File: src/rtl/div_pkg.sv
// Shared definitions for the iterative signed divider: operand width and FSM states.
package div_pkg;

  localparam int DIV_WIDTH = 32;

  typedef enum logic [1:0] {
    IDLE,
    RUN,
    DONE
  } div_state_t;

endpackage

File: src/rtl/div_step.sv
// One restoring-division step: shift the next dividend bit into the partial
// remainder, subtract the divisor when it fits and report the quotient bit.
module div_step
  import div_pkg::*;
#(
  parameter int WIDTH = DIV_WIDTH
) (
  input  logic [WIDTH-1:0] rem,
  input  logic [WIDTH-1:0] dvd,
  input  logic [WIDTH-1:0] dvs,
  output logic [WIDTH-1:0] rem_next,
  output logic [WIDTH-1:0] dvd_next,
  output logic             qbit
);

  logic [WIDTH:0]   rem_sh;
  logic [WIDTH-1:0] diff;

  // rem stays below dvs, so whenever the subtraction is taken the true
  // difference fits in WIDTH bits and a modular subtract is exact.
  always_comb begin
    rem_sh   = {rem, dvd[WIDTH-1]};
    qbit     = (rem_sh >= {1'b0, dvs});
    diff     = rem_sh[WIDTH-1:0] - dvs;
    rem_next = qbit ? diff : rem_sh[WIDTH-1:0];
    dvd_next = {dvd[WIDTH-2:0], 1'b0};
  end

endmodule

File: src/rtl/div_unit.sv
// Iterative signed restoring divider for the DIV instruction: one quotient bit
// per cycle on magnitudes, signs restored in a final DONE cycle.
module div_unit
  import div_pkg::*;
#(
  parameter int WIDTH = DIV_WIDTH
) (
  input  logic             clk,
  input  logic             reset,
  input  logic             DivCtrl,
  input  logic [WIDTH-1:0] A,
  input  logic [WIDTH-1:0] B,
  output logic [WIDTH-1:0] LODiv,
  output logic [WIDTH-1:0] HIDiv,
  output logic             DivOut,
  output logic             divZero
);

  localparam int CW = $clog2(WIDTH + 1);

  div_state_t       state, next_state;
  logic             ctrl_q;
  logic             start;
  logic [CW-1:0]    cnt;
  logic [WIDTH-1:0] rem, dvd, dvs, q;
  logic [WIDTH-1:0] rem_nx, dvd_nx;
  logic             qbit;
  logic             sign_q, sign_r;
  logic [WIDTH-1:0] abs_a, abs_b;

  // Only a rising edge of DivCtrl seen while idle starts work; ctrl_q resets
  // high so a request held through reset is not mistaken for a new one.
  assign start = DivCtrl & ~ctrl_q & (state == IDLE);
  assign abs_a = A[WIDTH-1] ? -A : A;
  assign abs_b = B[WIDTH-1] ? -B : B;

  div_step #(.WIDTH(WIDTH)) u_step (
    .rem      (rem),
    .dvd      (dvd),
    .dvs      (dvs),
    .rem_next (rem_nx),
    .dvd_next (dvd_nx),
    .qbit     (qbit)
  );

  always_ff @(posedge clk) begin
    if (reset) state <= IDLE;
    else       state <= next_state;
  end

  always_comb begin
    next_state = state;
    case (state)
      IDLE:    if (start && (B != '0)) next_state = RUN;
      RUN:     if (cnt == CW'(1)) next_state = DONE;
      DONE:    next_state = IDLE;
      default: next_state = IDLE;
    endcase
  end

  always_ff @(posedge clk) begin
    if (reset) begin
      ctrl_q  <= 1'b1;
      cnt     <= '0;
      rem     <= '0;
      dvd     <= '0;
      dvs     <= '0;
      q       <= '0;
      sign_q  <= 1'b0;
      sign_r  <= 1'b0;
      LODiv   <= '0;
      HIDiv   <= '0;
      DivOut  <= 1'b0;
      divZero <= 1'b0;
    end else begin
      ctrl_q  <= DivCtrl;
      DivOut  <= 1'b0;
      divZero <= 1'b0;
      case (state)
        IDLE: begin
          if (start) begin
            if (B == '0) begin
              divZero <= 1'b1;
            end else begin
              dvd    <= abs_a;
              dvs    <= abs_b;
              rem    <= '0;
              q      <= '0;
              sign_q <= A[WIDTH-1] ^ B[WIDTH-1];
              sign_r <= A[WIDTH-1];
              cnt    <= CW'(WIDTH);
            end
          end
        end
        RUN: begin
          rem <= rem_nx;
          dvd <= dvd_nx;
          q   <= {q[WIDTH-2:0], qbit};
          cnt <= cnt - CW'(1);
        end
        // INT_MIN / -1 falls out naturally: the magnitude quotient is
        // 0x80000000 and sign_q is 0, so it is returned unchanged.
        DONE: begin
          LODiv  <= sign_q ? -q : q;
          HIDiv  <= sign_r ? -rem : rem;
          DivOut <= 1'b1;
        end
        default: ;
      endcase
    end
  end

endmodule
File: config.mk
export PLATFORM = sky130hd
export DESIGN_NAME = div_unit
export DESIGN_NICKNAME = d
export VERILOG_FILES = /design/src/rtl/div_pkg.sv /design/src/rtl/div_step.sv /design/src/rtl/div_unit.sv
export SDC_FILE = /design/constraint.sdc
export NUM_CORES = 1
export LEC_CHECK = 0
export BUFFER_PORTS_ARGS = -buffer_cell sky130_fd_sc_hd__buf_4
export CAP_MARGIN = 30
export CORE_MARGIN = 2
export CORE_UTILIZATION = 53
export CTS_BUF_LIST = sky130_fd_sc_hd__clkbuf_16
export CTS_CLUSTER_DIAMETER = 30
export DETAILED_ROUTE_END_ITERATION = 10
export GPL_TIMING_DRIVEN = 0
export PLACE_DENSITY = 0.73
export SYNTH_ARGS = -nofsm -noshare
export SYNTH_HDL_FRONTEND = slang
export SYNTH_HIERARCHICAL = 1
export SYNTH_SLANG_ARGS = --single-unit
File: constraint.sdc
create_clock -name clk -period 4.6 [get_ports clk]
set_input_delay 0.69 -clock clk [delete_from_list [all_inputs] [get_ports clk]]
set_output_delay 0.69 -clock clk [all_outputs]
set_load 0.01 [all_outputs]
==> After elaboration in Yosys (flattened, before gate mapping) <==
Cells that the tools add are included.
{ "totals": {"register_bits": 205, "latchBits": 0, "ram_bits": 0, "mem_bits_ro": 0, "input_bits": 67, "output_inout_bits": 66, "wordCells": 63, "memories": 0} }
{ "classes": {"addsub": 6, "multipliers": 0, "div_mod_pow": 0, "magnitude_cmp": 1, "eq_ne": 7, "n_shift": 0, "n_mux": 20, "bitwise": 7, "n_reduce_logical": 9} }
{ "op_table": {"columns": ["cell", "n"], "rows": [
  ["2-to-1 mux 32 bit", 9],
  ["one-hot mux 32 bit (2 select lines)", 3],
  ["negator 32 bit", 4],
  [">= comparator 33 x 32 -> 1 bit", 1],
  ["logical NOT 32 bit", 1],
  ["nonzero test 32 bit", 1],
  ["subtractor 32 bit", 1],
  ["2-to-1 mux 6 bit", 2],
  ["one-hot mux 6 bit (2 select lines)", 1],
  ["equality test 6 x 1 -> 1 bit, second input constant", 1],
  ["!= test 2 bit, second input constant", 3],
  ["AND reduction 3 bit", 2],
  ["subtractor 6 x 1 -> 6 bit, second input constant", 1],
  ["2-to-1 mux 2 bit", 2],
  ["NOT 1 bit", 4],
  ["one-hot mux 2 bit (2 select lines)", 1],
  ["OR reduction 3 bit", 1],
  ["AND 1 bit", 2],
  ["equality test 2 x 1 -> 1 bit, second input constant", 1],
  ["equality test 2 bit, second input constant", 1],
  ["logical NOT 2 bit", 1],
  ["2-to-1 mux 1 bit", 2],
  ["!= test 2 x 1 -> 1 bit, second input constant", 1],
  ["AND reduction 2 bit", 1],
  ["other kinds (3)", 3]
]} }

==> Depth between registers and ports, before layout <==
Gate-level depths: netlist of run 1.
{ "depth": {"depth_word": 6, "depth_mapped": 14, "depth_no_buf": 12} }

==> Cells and area by module <==
Netlist of run 1, hierarchy kept.
{ "by_module_without_submodules": {"columns": ["module", "instances", "cells_each", "area_per_inst_um2", "seq_area_each_um2"], "rows": [
  ["div_unit", 1, 1104, 9646.8, 4103.9],
  ["div_step", 1, 368, 2732.6, 0.0]
]} }

==> Worst setup path after synthesis of run 1 <==
No wires, ideal clock.
{ "synth_path": {"path_kind": "register to register", "from": "register rem[3]", "to": "register rem[10]", "setup_ps": 117, "arrival_ps": 2687, "t_required_ps": 4483, "path_slack_ps": 1796, "stages_incl_launch_ff": 13, "path_buffers": 1, "period_less_slack_ps": 2804, "cell_sequence": "dfxtp_1 -> ha_1 -> a21o_1 -> a31o_1 -> o211ai_2 -> a211oi_2 -> nor3_4 -> o211ai_4 -> a21oi_4 -> inv_4 -> buf_12 -> mux2_4 -> a22o_2"} }
{ "synth_between": {"elab_chain_len": 3, "elab_cells_between_ends": 4, "classes_between": "add/sub: 1; order compare: 1; mux: 2"} }
{ "synth_lines": {"columns": ["item", "line", "rtl"], "rows": [
  ["start, declared", "div_unit.sv:25", "logic [WIDTH-1:0] rem, dvd, dvs, q;"],
  ["start signal, assigned", "div_unit.sv:96", "rem <= rem_nx;"],
  ["subtractor 32 bit or >= comparator 33 x 32 -> 1 bit (tied branches)", "div_step.sv:24, div_step.sv:23", null],
  ["2-to-1 mux 32 bit (*)", "div_step.sv:25", "rem_next = qbit ? diff : rem_sh[WIDTH-1:0];"],
  ["named net rem_nx[10]", "div_unit.sv:26", "logic [WIDTH-1:0] rem_nx, dvd_nx;"],
  ["one-hot mux 32 bit (2 select lines) (*)", "div_unit.sv:79", "case (state)"]
]} }
The timed path passes the listed nets; every way through them passes the cells marked *.
A chain may end at the register's enable or synchronous reset.

==> Final worst setup path of run 1 <==
{ "layout_path": {"from": "register rem[0]", "to": "register rem[30]"} }
The elaborated chain is that of the path after synthesis.

==> flow_summary.ini, run 1 <==
[status]
outcome = complete, no violations

[power_and_ir_drop]
combPwrFrac_pct = 38.4
power.density_mw_per_mm2 = 529
p_seq_share_pct = 24.5
clockPowerShare_pct = 37.1
leakage_nw = 6.24
peakVddDrop_v = 0.000343
switchingPower_mw = 2.65
power.internal_mw = 5.37
p_sw_share_pct = 33.0

[grt]
grt.overflow.total = 0
grt_start_max_net_pins = 13
first_global_vias = 10775
grt_pass1_wl_mm = 54.3
antenna_found_initial = 0
track_usage_pct = 27.3

[detailed_routing]
drtIter0Drc = 746
num_vias = 11518
drc = 0
drtPass1Iterations = 5
vias_per_cell = 5.78
finalWirelength_mm = 34.4
wl_per_cell_um = 17.2
drtAntennaViolNets = 0

[clock_network]
h-tree-depth = 2
cts_resized = 0
clockRootBuffer = clkbuf_16
cts.path.max_buffers = 3
numCtsBuffers = 42
clock_latency_ns = 0.53
postCtsSetupRepairBufs = 0
clkTransAtPathRegs_ns = 0.05
cts_tree = done
clock-sinks = 205
cts-hold-fix-buffers = 0

[timing]
worstMarginPinSlew_ns = 0.890
slew_headroom_pct = 40.7
fmax_ghz = 0.295
fin_crit_sh_pct = 73.6
final.min_clock_period_ns = 3.39
hold_violations = 0
rsz0062_at_grt = no
clock_skew_ns = 0.0218
finalSetupViolations = 0
timing.setup.tns_ns = 0
slew_violations = 0

[cells_and_area]
final_common_cell = dfxtp_1
nets = 1753
fin_util_pct = 66.6
final_cell_mix = dfxtp_1, buf_4, nand2_1
area_growth_pct = 22.6
diodes = 0
drive_above_1_share_pct = 18.3

[setup_path]
crit_fanout = 9
regToRegSetupSlack_ns = 1.21
cp_data_arrival_time_ns = 3.81
critPathCapture = rem[30]
critPathCaptureType = flip-flop
cpMaxStageDelayCell = fa_1
criticalPathCategory = reg2reg
startpoint = rem[0]
setup.worst_path.start_class = flip-flop
r2r-end = rem[30]
worstPathRequired_ns = 5.03
crit_top_cell = a211oi_1
crit_path_max_incr_delay_ns = 0.47
worstReg2RegStart = rem[0]
crit_chain = inv_1 -> fa_1 -> nor2b_1 -> o2111ai_1 -> a211oi_1 -> nor3_1 -> nor2_2 -> a211oi_1 -> nand4b_1 -> a41o_2 -> a22o_1
r2r_cells = 11

[die]
core_area_mm2 = 0.0228
fp.dieW_um = 157
die_area_mm2 = 0.0246
ios = 133
die_h_um = 157
rows = 55
start_util_pct = 54.3

[run]
maxCapViolations = 0

[synthesis]
netlist_instances = 1472
syn_area_mm2 = 0.0124
synth_cell_type_count = 83
synth-main-ff-cell = dfxtp_1
syn_area_per_cell_um2 = 8.41
syn_nets = 1578
synth-edff-count = 0
yosysSeqAreaShare_pct = 33.2
synth-seq-cells = 205
ys_warn_count = 6
async_reset_ff_share_pct = 0

[placed_design]
hpwl_mm = 26.1
numPortBuffers = 131
gp_congestion = 0.914

[hold_path]
hold_path_class = in2reg
worst max-delay path: cells and delay by family (launching register included):
kind | cells | cell delay, ns
and+or+nand+nor | 4 | 0.92
adders and majority gates | 1 | 0.47
DFF | 1 | 0.46
buffers and inverters | 1 | 0.13
AOI/OAI and AO/OA | 5 | 1.29
power by group through the flow:
stage | logic, mW | clock network [mW] | registers [mW]
final | 3.08 | 2.98 | 1.96
after global routing | 3.32 | 3.09 | 1.97
after CTS | 3.06 | 3.00 | 1.96
after detailed placement | 3.04 | 0 | 1.99
after global placement | 3.01 | 0 | 1.99
after floorplan | 2.52 | 0 | 1.96
registers in the layout, indices dropped and copies added (netlist names), 2 cells and up:
signal / cells
HIDiv: 32
LODiv: 32
dvd: 32
dvs: 32
q: 32
rem: 32
cnt: 6
state: 2
kinds of logic after synthesis:
family,after synthesis,synth area share (%)
AND/OR/NAND/NOR,441,17.3
AO/OA/AOI/OAI,435,25.0
flip-flops,205,33.2
buffers and inverters,179,7.09
XOR/XNOR,141,9.98
adder cells (fa/ha/maj),39,4.00
multiplexers,31,3.48
other,1,0.0303
per-layer routing:
layer / part of all wire (%) / vias to the layer above / track usage (%)
li1: - / 5721 / -
met1: 45 / 5349 / 36.3
met2: 46 / 387 / 44.5
met3: 6.2 / 61 / 4.32
met4: 2.9 / 0 / 10.7
met5: 0 / - / 0
worst min-delay path by stage:
stage,start,end,slack [ns],depth (start not counted)
finish,DivCtrl,ctrl_q,0.37,2
CTS,DivCtrl,ctrl_q,0.36,2
floorplan,dvs[31],dvs[31],0.43,2
global placement,HIDiv[26],HIDiv[26],0.44,2
global route,DivCtrl,ctrl_q,0.38,2
detailed placement,LODiv[26],LODiv[26],0.45,2
cells in the mapped netlist, types with 9 or more instances:
cell / instances / area, um2
inv_1: 54 / 203
buf_2: 13 / 65.1
dfxtp_1: 205 / 4100
nand4_1: 15 / 93.8
ha_1: 38 / 475
o21ai_0: 76 / 380
nand3_1: 25 / 125
nor2b_1: 12 / 75.1
nor3_1: 27 / 135
buf_4: 32 / 240
nand2_1: 148 / 556
a21oi_1: 70 / 350
mux2_4: 24 / 360
nor2_1: 119 / 447
or3_1: 17 / 106
xnor2_1: 42 / 368
o41ai_1: 20 / 175
nor4_1: 14 / 87.6
clkbuf_1: 66 / 248
xor2_1: 99 / 867
o31ai_1: 36 / 270
a22o_1: 63 / 552
a211oi_1: 73 / 548
o211ai_1: 18 / 135
or4_1: 17 / 128
a21o_1: 9 / 67.6
metrics by stage:
step           hold slack, ns  cells  area (um2)  setup slack [ns]  power, mW
5_1_grt                 0.381   1994       15200              1.08       8.39
3_5_place_dp            0.445   1916       13800             0.917       5.04
3_3_place_gp            0.438   1916       13800             0.954       5.00
4_1_cts                 0.363   1994       15200              1.28       8.02
6_report                0.372   1994       15200              1.21       8.02
2_1_floorplan           0.432   1472       12400              1.80       4.47
final cells by class:
cell class	count	area [um2]
clock buffers	42	1050
multi-input cells	1088	7400
inverters	55	209
clock inverters	36	372
fillers	1961	7600
plain buffers	124	668
repair buffers	131	983
well taps	313	392
flip-flops and latches	205	4100
(Power assumes the default switching activity.)
==> run 2, diff against run 1 <==
- ABC_AREA: unset -> 1
- PLACE_DENSITY: 0.73 -> 0.75
- clock period: 4.6 -> 2.79 ns (I/O delays scaled with it)
==> flow_summary.ini, run 2 <==
[setup_path]
cp_top_family = simple AND/OR/NAND/NOR gates
cp_data_arrival_time_ns = 3.00
worstReg2RegStart = dvs[27]
startpoint = dvs[27]
crit_path_max_incr_delay_ns = 0.44
r2r_cells = 13
critPathCaptureType = flip-flop
crit_fanout = 10
criticalPathCategory = reg2reg
cp_num_buf_inv = 2
crit_chain = inv_1 -> ha_1 -> nand2_1 -> nor2_1 -> nand2_1 -> a21oi_1 -> nor2_4 -> nand2_8 -> buf_8 -> nand3_2 -> nand2_1 -> nand2_1 -> a21oi_1
cpMaxStageDelayCell = ha_1
regToRegSetupSlack_ns = 0.23
r2r-end = rem[28]
setup.worst_path.start_class = flip-flop
crit_top_cell = nand2_1
worstPathRequired_ns = 3.23
path_depth = 13
critPathCapture = rem[28]

[synthesis]
ys_warn_count = 6
synth_area_leader_cell = dfxtp_1
synth-main-ff-cell = dfxtp_1
synth-seq-cells = 205
async_reset_ff_share_pct = 0
synth-edff-count = 0
syn_area_mm2 = 0.0149
synth_cell_type_count = 44
syn_nets = 2669
synthTopCellsByCount = nand2_1, nor2_1, inv_1
syn_area_per_cell_um2 = 5.83
netlist.area_leader.share_pct = 27.5
yosysSeqAreaShare_pct = 27.5
yosysMostFrequentCell = nand2_1
netlist_instances = 2563
synth_area_leaders = dfxtp_1, nand2_1, nor2_1

[timing]
slew_headroom_pct = 34.3
worstMarginPinSlew_ns = 0.986
timing.setup.tns_ns = 0
slew_violations = 0
hold_violations = 0
final.min_clock_period_ns = 2.56
clock_skew_ns = 0.0439
fin_ws_ns = 0.232
rsz0062_at_grt = no
fmax_ghz = 0.391
fin_crit_sh_pct = 91.7
finalSetupViolations = 0

[power_and_ir_drop]
power.density_mw_per_mm2 = 742
leakage_nw = 9.11
p_sw_share_pct = 35.5
peakVddDrop_v = 0.000465
p_seq_share_pct = 23.7
power.internal_mw = 8.69
clockPowerShare_pct = 45.1
switchingPower_mw = 4.79
combPwrFrac_pct = 31.3

[cells_and_area]
drive_above_1_share_pct = 11.7
area_growth_pct = 21.5
final_cell_count_no_fill = 3159
fillers = 2738
final_cell_mix = nand2_1, nor2_1, inv_1
final_common_cell = nand2_1
nets = 2849
seqCellArea_mm2 = 0.00410
multi_input_area_mm2 = 0.00885
diodes = 0

[detailed_routing]
drtIter0Drc = 1623
drtAntennaViolNets = 0
wl_per_cell_um = 15.9
drtPass1Iterations = 6
vias_per_cell = 5.31
num_vias = 16760
drc = 0
finalWirelength_mm = 50.1

[hold_path]
hold_path_class = in2reg
whs_path_depth = 2

[die]
rows = 61
fp.dieW_um = 172
core_area_mm2 = 0.0278
ios = 133
die_h_um = 172
die_area_mm2 = 0.0296
start_util_pct = 53.8

[clock_network]
h-tree-depth = 2
postCtsSetupRepairBufs = 0
cts_tree = done
clock_latency_ns = 0.56
numCtsBuffers = 49
clkTransAtPathRegs_ns = 0.04
clock-sinks = 205
cts.path.max_buffers = 3
clockRootBuffer = clkbuf_16
cts_resized = 0
cts-hold-fix-buffers = 0

[grt]
grt.overflow.total = 0
grt_pass1_wl_mm = 78.8
first_global_vias = 15322
track_usage_pct = 33.8
grt_start_max_net_pins = 15
antenna_found_initial = 0

[placed_design]
hpwl_mm = 39.2
numPortBuffers = 129
place_inst = 3070
gp_congestion = 1.02
place_worst_setup_slack_ns = 0.317

[status]
outcome = complete, no violations

[run]
maxCapViolations = 0
## run 2: metal layers
metal / track usage (%) / vias to the layer above / routed length (um)
met5: 0 / - / 0
met4: 11.7 / 0 / 1440
met3: 5.13 / 96 / 4160
met2: 54.5 / 668 / 22100
met1: 46.2 / 7589 / 22400
li1: - / 8407 / -
## run 2: logic make-up (layout without fill, tap and decap cells)
family / after synthesis / count (layout) / share of synthesized area, %
AO/OA/AOI/OAI: 302 / 302 / 10.6
XOR/XNOR: 55 / 55 / 3.22
adder cells (fa/ha/maj): 39 / 39 / 3.32
buffers and inverters: 472 / 690 / 13.3
flip-flops: 205 / 205 / 27.5
other: 1 / 1 / 0.0251
AND/OR/NAND/NOR: 1489 / 1489 / 42.0
## run 2: power groups by stage
stage | combinational [mW] | clock [mW] | sequential [mW]
after floorplan | 3.05 | 0 | 3.19
after global placement | 4.04 | 0 | 3.24
after detailed placement | 4.07 | 0 | 3.24
after CTS | 4.10 | 6.10 | 3.19
after global routing | 4.69 | 6.29 | 3.20
final | 4.22 | 6.08 | 3.19
## run 2: layout make-up
cell class | instances | area share [%]
buffer | 128 | 3.87
clock buffer | 49 | 6.75
clock inverter | 40 | 3.01
inverter | 344 | 7.11
multi-input combinational | 1886 | 48.7
sequential | 205 | 22.6
tap | 378 | 2.60
timing repair buffer | 129 | 5.33
## run 2: worst register-to-register path, cell delays in order (launching register included)
cell,delay (ns)
dfxtp_1,0.32
inv_1,0.13
ha_1,0.45
nand2_1,0.19
nor2_1,0.19
nand2_1,0.12
a21oi_1,0.26
nor2_4,0.10
nand2_8,0.11
buf_8,0.17
nand3_2,0.11
nand2_1,0.08
nand2_1,0.05
a21oi_1,0.17
## run 2: through the flow
stage | utilization (%) | hold slack, ns | power [mW] | cell area (um2)
floorplan | - | 0.439 | 6.24 | 14900
global placement | 59.0 | 0.450 | 7.27 | 16400
detailed placement | 59.0 | 0.463 | 7.31 | 16400
CTS | 65.4 | 0.0739 | 13.4 | 18200
global route | 65.4 | 0.0737 | 14.2 | 18200
finish | 65.4 | 0.0869 | 13.5 | 18200
## run 2: worst min-delay path by stage
| stage | start | end | slack [ns] |
|---|---|---|---|
| floorplan | q[0] | q[0] | 0.44 |
| global placement | dvs[7] | dvs[7] | 0.45 |
| global route | DivCtrl | ctrl_q | 0.07 |
| detailed placement | dvd[9] | dvd[9] | 0.46 |
| CTS | DivCtrl | ctrl_q | 0.07 |
| finish | DivCtrl | ctrl_q | 0.09 |
